==> src/rtl/fir4_mac_datapath.sv <==
// 4-tap signed FIR multiply-accumulate datapath driven by an external tap sequencer.
// One tap is folded into the accumulator per cycle. At frame end the sum is rounded, saturated and registered.
module fir4_mac_datapath #(
  parameter int DATA_W = 16,
  parameter int COEF_W = 16,
  parameter int ACC_W  = 34
) (
  input  logic              clk,
  input  logic              reset,
  input  logic [1:0]        mux_sel,
  input  logic              clear_accum,
  input  logic              data_clk,
  input  logic [DATA_W-1:0] sample_in,
  input  logic              coef_we,
  input  logic [1:0]        coef_addr,
  input  logic [COEF_W-1:0] coef_data,
  output logic [DATA_W-1:0] out_data,
  output logic              out_valid
);

  localparam int PROD_W = DATA_W + COEF_W;
  localparam logic signed [ACC_W:0] RND_HALF = (ACC_W+1)'(1) << (COEF_W-2);
  localparam logic signed [ACC_W:0] SAT_HI   = (ACC_W+1)'((64'sd1 <<< (DATA_W-1)) - 64'sd1);
  localparam logic signed [ACC_W:0] SAT_LO   = -SAT_HI - (ACC_W+1)'(1);

  // x[0] holds the newest sample; packed so the shift is a single concat
  logic [3:0][DATA_W-1:0] r_x;
  logic [3:0][COEF_W-1:0] r_c;
  logic signed [ACC_W-1:0] r_acc;
  logic [DATA_W-1:0]       r_out_data;
  logic                    r_out_valid;

  logic signed [PROD_W-1:0] w_prod;
  logic signed [ACC_W-1:0]  w_sum;
  logic signed [ACC_W:0]    w_rnd;
  logic signed [ACC_W:0]    w_shr;
  logic [DATA_W-1:0]        w_sat;

  assign w_prod = $signed(r_x[mux_sel]) * $signed(r_c[mux_sel]);
  assign w_sum  = r_acc + {{(ACC_W-PROD_W){w_prod[PROD_W-1]}}, w_prod};
  // One guard bit so the rounding add cannot wrap
  assign w_rnd  = {w_sum[ACC_W-1], w_sum} + RND_HALF;
  assign w_shr  = w_rnd >>> (COEF_W-1);

  always_comb begin
    w_sat = w_shr[DATA_W-1:0];
    if (w_shr > SAT_HI)      w_sat = {1'b0, {(DATA_W-1){1'b1}}};
    else if (w_shr < SAT_LO) w_sat = {1'b1, {(DATA_W-1){1'b0}}};
  end

  always_ff @(posedge clk or posedge reset) begin
    if (reset) begin
      r_x         <= '0;
      r_c         <= '0;
      r_acc       <= '0;
      r_out_data  <= '0;
      r_out_valid <= 1'b0;
    end else begin
      r_acc       <= clear_accum ? '0 : w_sum;
      r_out_valid <= data_clk;
      if (data_clk) begin
        r_out_data <= w_sat;
        r_x        <= {r_x[2:0], sample_in};
      end
      if (coef_we) r_c[coef_addr] <= coef_data;
    end
  end

  assign out_data  = r_out_data;
  assign out_valid = r_out_valid;

endmodule
==> config.mk <==
export PLATFORM = sky130hd
export DESIGN_NAME = fir4_mac_datapath
export DESIGN_NICKNAME = d
export VERILOG_FILES = /design/src/rtl/fir4_mac_datapath.sv
export SDC_FILE = /design/constraint.sdc
export NUM_CORES = 1
export LEC_CHECK = 0
export ABC_AREA = 1
export BUFFER_PORTS_ARGS = -buffer_cell sky130_fd_sc_hd__buf_4
export CORE_UTILIZATION = 55
export CTS_BUF_LIST = sky130_fd_sc_hd__clkbuf_8
export CTS_CLUSTER_SIZE = 20
export DETAILED_ROUTE_END_ITERATION = 6
export PLACE_DENSITY = 0.8
export SKIP_LAST_GASP = 1
export SYNTH_ARGS = -nofsm -noshare
export SYNTH_HDL_FRONTEND = slang
export SYNTH_SLANG_ARGS = --single-unit
==> constraint.sdc <==
create_clock -name clk -period 20.4 [get_ports clk]
set_clock_uncertainty 0.05 [all_clocks]
set_input_delay 4.08 -clock clk [delete_from_list [all_inputs] [get_ports clk]]
set_output_delay 4.08 -clock clk [all_outputs]
set_load 0.01 [all_outputs]
==> metrics.md, run 1 <==
| Metric | Value |
|---|---|
| Status | `complete, no violations` |
| CTS sink cnt | `179` |
| Post-CTS Resized | `0` |
| Initial DRC count | `1701` |
| Max-slew headroom | `14.0%` |
| Worst R2R Start | `r_c[19]$_DFFE_PP0P_` |
| Syn_area_per_cell | `7.58 um2` |
| Max FO, Critical Path | `81` |
| Reg-to-reg endpoint | `out_data[6]$_DFFE_PP0P_` |
| DR WL met2 | `25800 um` |
| Worst reg-to-reg setup slack | `10.24 ns` |
| Worst Path Required | `20.79 ns` |
| Dpl hpwl | `42800 um` |
| Post-route ant nets | `0` |
| Least-Margin Pin Slew | `1.29 ns` |
| Highest metal used | `met4` |
| CP max stage cell | `a32oi_1` |
| Synth-to-Final Area Change | `6.13%` |
| Worst slack at placement | `5.60 ns` |
| Pin count of the biggest net entering global routing | `83` |
| Final critical-path setup slack | `5.92 ns` |
| Most frequent cells in the layout | `750 x nand2_1, 576 x inv_1, 263 x fa_1` |
| Wl on met1 | `22400 um` |
| Vias in the first global route | `17900` |
| Final wirelength | `53600 um` |
| Crit path DAT | `14.87 ns` |
| WL met3 | `3900 um` |
| Max Slew Vio Count | `0` |
| Gr ovfl total | `0` |
| Full die area | `0.0381 mm2` |
| Period utilization | `71.0%` |
| CTS max path bufs | `2` |
| I/O pin total | `58` |
| CTS tree | `built` |
| CTS Root Cell | `clkbuf_8` |
| Synth unique cells | `42` |
| First drt pass iteration count | `6` |
| Fmax | `69.0 MHz` |
| Setup_tns | `0 ns` |
| Drt wl/cell | `16.7 um` |
| Startpoint Class | `input port` |
| Layout cells sized above 1 | `6.85%` |
| Routed vias | `17400` |
| Fin crit period | `14.48 ns` |
| Post-synthesis sequential area ratio | `21.8%` |
| Vias per Instance | `5.43` |
| Final count of negative-setup-slack endpoints | `0` |
| RD Place Congestion | `0.978` |
| Post-CTS setup buffers | `0` |
| Global-route wire length before repair | `90500 um` |
| Worst min-delay path endpoint | `r_c[29]$_DFFE_PP0P_` |
| Placed cells | `3180` |
| Post-Syn Area | `0.0205 mm2` |
| H-tree levels | `4` |
| Die Y | `195 um` |
| Clock-pin slew on the worst setup and hold paths | `0.10 ns` |
| Yosys warning total | `0` |
| Reg2reg path depth | `40` |
| Hold crit path type | `flip-flop to flip-flop` |
| Hold Crit Depth | `2` |
| Post-Syn Nets | `3132` |
| Port Buffer Count | `57` |
| Initial Util | `56.0%` |
| DR DRC count | `0` |
| Site Rows | `70` |
| Die X | `195 um` |
| CP max stage delay | `1.03 ns` |
| RSZ-0062 raised after global routing | `no` |
| Most common cell after layout, fill and taps aside | `nand2_1` |
| Post-Synthesis Cells | `2710` |
| Fin cells | `3212` |
| Core Area | `0.0367 mm2` |
| Hold buffers post-CTS | `0` |
| CTS buffer count | `17` |
| Clk_lat worst skew | `0.54 ns` |
| Crit. End Element | `flip-flop` |
| Total track usage | `30.1%` |
| Min-delay src | `r_c[29]$_DFFE_PP0P_` |
| Initial antenna violation count | `1` |
| Post-synthesis register bit count | `179` |
| Final hold violation count | `0` |
| Most used cell, CP | `nand2_1` |
| WS Path Type | `input port to flip-flop` |
| Max-cap violations | `0` |
| Nets@finish | `3153` |
[synthesized netlist by cell type (all sizes together)]
master,number,area [um2]
a211oi,4,30.0
a21boi,1,7.51
a21o,2,15.0
a21oi,75,379
a32oi,30,263
and2,10,63.8
buf,6,45.0
clkbuf,73,274
clkinv,4,15.0
dfrtp,179,4480
fa,263,5270
ha,118,1480
inv,581,2180
nand2,777,2990
nand3,65,390
nand3b,3,22.5
nand4,21,144
nor2,272,1100
nor3,7,45.0
o21a,2,15.0
o21ai,148,741
o21bai,3,33.8
o221ai,1,8.76
o22ai,1,6.26
o31ai,3,22.5
or2,1,6.26
xnor2,28,245
xor2,32,280
[worst max path at each step]
stage                          start                       end  depth (start not counted)
after floorplan           mux_sel[0]   out_data[0]$_DFFE_PP0P_                         49
after global placement    mux_sel[0]   out_data[3]$_DFFE_PP0P_                         43
after detailed placement  mux_sel[0]   out_data[6]$_DFFE_PP0P_                         43
after CTS                 mux_sel[0]   out_data[6]$_DFFE_PP0P_                         43
after global routing      mux_sel[0]  out_data[12]$_DFFE_PP0P_                         44
final                     mux_sel[0]   out_data[6]$_DFFE_PP0P_                         43
[cell type report]
type	instances	area, um2
inverter	585	2200
sequential	179	4480
antenna	1	2.50
tap	468	586
clock inverter	14	144
multi-input combinational	1867	13600
fill	3230	14900
clock buffer	17	234
timing repair buffer	81	608
[state kept, by name (all words and copies together), names as in the netlist]
signal / count
r_c: 64
r_x: 64
r_acc: 34
out_data: 16
out_valid: 1
[metrics by stage]
stage | hold WS (ns) | cell area, um2 | util [%]
floorplan | 0.398 | 20500 | -
global placement | 0.417 | 21400 | 58.4
detailed placement | 0.422 | 21400 | 58.4
CTS | 0.448 | 21800 | 59.4
global route | 0.465 | 21800 | 59.4
finish | 0.444 | 21800 | 59.4
[routing by layer]
metal	up-vias	GRT usage, %
li1	8142	-
met1	8495	39.6
met2	692	50.0
met3	108	5.46
met4	0	10.6
met5	-	0
[cells by family after synthesis]
| logic type | count (synthesis) | synth area share (%) |
|---|---|---|
| compound gates | 270 | 7.41 |
| buf+inv | 664 | 12.2 |
| fa+ha+maj | 381 | 32.8 |
| flops | 179 | 21.8 |
| simple gates | 1156 | 23.2 |
| xor+xnor | 60 | 2.56 |
[worst max-delay path, delay by kind of cell]
kind	cells	cell delay, ns
xor+xnor	1	0.15
buf+inv	7	1.91
fa+ha+maj	8	3.63
compound gates	8	2.71
simple gates	19	2.25
Power of run 1 is not shown: default switching activity piles up to over one toggle a cycle in this logic, so the estimate is an artifact.
==> inputs of run 2 (changes only) <==
--- a/config.mk
+++ b/config.mk
@@ -5,7 +5,7 @@
 export SDC_FILE = /design/constraint.sdc
 export NUM_CORES = 1
 export LEC_CHECK = 0
-export ABC_AREA = 1
+export ABC_AREA = 0
 export BUFFER_PORTS_ARGS = -buffer_cell sky130_fd_sc_hd__buf_4
 export CORE_UTILIZATION = 55
 export CTS_BUF_LIST = sky130_fd_sc_hd__clkbuf_8
==> constraint.sdc (replaced) <==
create_clock -name clk -period 15.2 [get_ports clk]
set_clock_uncertainty 0.05 [all_clocks]
set_input_delay 3.04 -clock clk [delete_from_list [all_inputs] [get_ports clk]]
set_output_delay 3.04 -clock clk [all_outputs]
set_load 0.01 [all_outputs]
==> metrics.md, run 2 <==
| Metric | Value |
|---|---|
| Final wirelength | `44500 um (was 53600 um)` |
| Synth top area cells | `fa_1 27%, dfrtp_1 23%, mux2_2 8.3% (was fa_1 26%, dfrtp_1 22%, nand2_1 14%)` |
| First drt pass iteration count | `7 (was 6)` |
| Global-route wire length before repair | `74200 um (was 90500 um)` |
| Total track usage | `26.0% (was 30.1%)` |
| DR DRC count | `6 (was 0)` |
| Final hold violation count | `0 (unchanged)` |
| Synth unique cells | `77 (was 42)` |
| Reg2reg path depth | `31 (was 40)` |
| RD Place Congestion | `0.934 (was 0.978)` |
| Hold buffers post-CTS | `0 (unchanged)` |
| CP max stage cell | `o21ai_1 (was a32oi_1)` |
| Core Area | `0.0348 mm2 (was 0.0367 mm2)` |
| WS Path Type | `input port to flip-flop (unchanged)` |
| Max FO, Critical Path | `36 (was 81)` |
| Post-synth EDFFs | `0 (unchanged)` |
| Clk_lat worst skew | `0.53 ns (was 0.54 ns)` |
| Max-cap violations | `0 (unchanged)` |
| Async SR Flop Fraction | `100% (unchanged)` |
| Initial antenna violation count | `0 (was 1)` |
| Gr ovfl total | `0 (unchanged)` |
| Most common cell in the netlist | `inv_1 (was nand2_1)` |
| Site Rows | `68 (was 70)` |
| CTS buffer count | `17 (unchanged)` |
| Most frequent cells in the layout | `318 x inv_1, 263 x fa_1, 190 x nand2_1 (was 750 x nand2_1, 576 x inv_1, 263 x fa_1)` |
| Grt peak-use layer | `met2 (unchanged)` |
| Post-route ant nets | `0 (unchanged)` |
| Met1 Resource Use GR | `34.1% (was 39.6%)` |
| Layout cells sized above 1 | `14.4% (was 6.85%)` |
| CTS max path bufs | `2 (unchanged)` |
| Port Buffer Count | `57 (unchanged)` |
| Least-Margin Pin Slew | `1.27 ns (was 1.29 ns)` |
| Die Y | `191 um (was 195 um)` |
| Clock-pin slew on the worst setup and hold paths | `0.11 ns (was 0.10 ns)` |
| Finished Core Util | `59.7% (was 59.4%)` |
| CTS sink cnt | `179 (unchanged)` |
| Setup_tns | `0 ns (unchanged)` |
| Crit path launch | `mux_sel[0] (unchanged)` |
| Reg-to-reg endpoint | `out_data[14]$_DFFE_PP0P_ (was out_data[6]$_DFFE_PP0P_)` |
| Fin crit period | `13.69 ns` |
| Met3 GRT Util | `5.24% (was 5.46%)` |
| Area of the multi-input gates | `0.0136 mm2 (about the same)` |
| CP max stage delay | `0.96 ns (was 1.03 ns)` |
| Finished Cell Area | `0.0208 mm2 (was 0.0218 mm2)` |
| Post-Synthesis Cells | `1967 (was 2710)` |
| Period utilization | `90.1%` |
| Post-Syn Area | `0.0196 mm2 (was 0.0205 mm2)` |
| Post-Syn Nets | `2389 (was 3132)` |
| Worst Path Required | `15.51 ns (was 20.79 ns)` |
| Failing checks | `design-rule violations` |
| I/O pin total | `58 (unchanged)` |
| Most used DFF post-synth | `dfrtp_1 (unchanged)` |
| Post-synthesis sequential area ratio | `22.9% (was 21.8%)` |
| CTS Root Cell | `clkbuf_8 (unchanged)` |
| Full die area | `0.0363 mm2 (was 0.0381 mm2)` |
| Worst R2R Start | `r_c[5]$_DFFE_PP0P_ (was r_c[19]$_DFFE_PP0P_)` |
| Most common cell after layout, fill and taps aside | `inv_1 (was nand2_1)` |
| Cell taking the most area after synthesis | `fa_1 (unchanged)` |
| Startpoint Class | `input port (unchanged)` |
| Final critical-path setup slack | `1.51 ns (was 5.92 ns)` |
| Nets@finish | `2403 (was 3153)` |
| Crit path DAT | `14.00 ns (was 14.87 ns)` |
| Worst slack at placement | `1.13 ns (was 5.60 ns)` |
| Status | `finished, violations left (was complete, no violations)` |
| Worst Setup EP | `out_data[14]$_DFFE_PP0P_ (was out_data[6]$_DFFE_PP0P_)` |
| Synth-to-Final Area Change | `6.16% (was 6.13%)` |
| CTS tree | `built (unchanged)` |
| Max-slew headroom | `15.0% (was 14.0%)` |
| Routed vias | `14200 (was 17400)` |
| Registers with the most flip-flops | `r_c (64), r_x (64), r_acc (34) (unchanged)` |
| Die X | `191 um (was 195 um)` |
| Most common library cells after synthesis | `319 x inv_1, 263 x fa_1, 190 x nand2_1, 179 x dfrtp_1, 170 x nor2_1 (was 750 x nand2_1, 576 x inv_1, 263 x fa_1, 250 x nor2_1, 179 x dfrtp_1)` |
| Most used cell, CP | `fa_1 (was nand2_1)` |
| Dpl hpwl | `34200 um (was 42800 um)` |
| Synth top area share | `26.9% (was 25.6%)` |
| # fillers | `2821 (was 3230)` |
| Post-synthesis register bit count | `179 (unchanged)` |
| M2 GR Usage | `42.9% (was 50.0%)` |
| Initial Util | `56.2% (was 56.0%)` |
| Vias per Instance | `5.80 (was 5.43)` |
| Drt wl/cell | `18.2 um (was 16.7 um)` |
| Worst reg-to-reg setup slack | `4.27 ns (was 10.24 ns)` |
| Hold crit path type | `flip-flop to flip-flop (unchanged)` |
| Max Slew Vio Count | `0 (unchanged)` |
| H-tree levels | `4 (unchanged)` |
| Post-CTS setup buffers | `0 (unchanged)` |
| Syn_area_per_cell | `9.95 um2 (was 7.58 um2)` |
| Crit. End Element | `flip-flop (unchanged)` |
| Area post-placement | `0.0204 mm2 (was 0.0214 mm2)` |
| Final count of negative-setup-slack endpoints | `0 (unchanged)` |
| Yosys warning total | `0 (unchanged)` |
| RSZ-0062 raised after global routing | `no (unchanged)` |
| Initial DRC count | `943 (was 1701)` |
| Fmax | `73.0 MHz` |
| Post-CTS Resized | `0 (unchanged)` |
| Pin count of the biggest net entering global routing | `99 (was 83)` |
| FF/Latch Area | `0.00448 mm2 (unchanged)` |
| Vias in the first global route | `14800 (was 17900)` |
[run 2: logic make-up (layout without fill, tap and decap cells)]
logic type,Yosys count,in the layout,synth area share (%)
AO/OA/AOI/OAI,240,240,8.56
flip-flops,179,179,22.9
multiplexers,181,181,11.2
buffers and inverters,391,418,7.61
XOR/XNOR,67,67,3.04
other,0,1,0
adder cells (fa/ha/maj),381,381,34.4
AND/OR/NAND/NOR,528,528,12.3
[run 2: worst min path at each step]
stage / from / end / slack (ns) / depth (start not counted)
final: out_data[15]$_DFFE_PP0P_ / out_data[15]$_DFFE_PP0P_ / 0.46 / 1
after detailed placement: r_c[21]$_DFFE_PP0P_ / r_c[21]$_DFFE_PP0P_ / 0.44 / 1
after floorplan: r_c[16]$_DFFE_PP0P_ / r_c[16]$_DFFE_PP0P_ / 0.42 / 1
after global placement: r_c[44]$_DFFE_PP0P_ / r_c[44]$_DFFE_PP0P_ / 0.43 / 1
after CTS: r_c[21]$_DFFE_PP0P_ / r_c[21]$_DFFE_PP0P_ / 0.46 / 1
after global routing: r_c[38]$_DFFE_PP0P_ / r_c[38]$_DFFE_PP0P_ / 0.48 / 1
[run 2: critical path: cells and delay by family]
kind	cells	cell delay [ns]
AO/OA/AOI/OAI	12	4.46
adder cells (fa/ha/maj)	8	3.89
AND/OR/NAND/NOR	4	0.82
buffers and inverters	5	0.68
XOR/XNOR	2	0.64
multiplexers	1	0.40
[run 2: cell type report]
type                       count  area share, %
timing repair buffer          67           2.42
clock buffer                  18           1.19
tap                          455           2.74
clock inverter                14          0.795
multi-input combinational   1397           65.5
sequential                   179           21.6
antenna                        1         0.0120
inverter                     319           5.79
[run 2: per-layer routing]
layer,part of all wire (%),vias to the layer above
met5,0,-
met4,3.3,0
met3,7.1,129
met2,49,518
met1,40,7166
li1,-,6385
[run 2: stage by stage]
stage	hold WS [ns]	std cells
after floorplan	0.424	1967
after global placement	0.432	2417
after detailed placement	0.437	2417
after CTS	0.461	2449
after global routing	0.475	2449
final	0.456	2450
Power of run 2 is left out for the same reason.
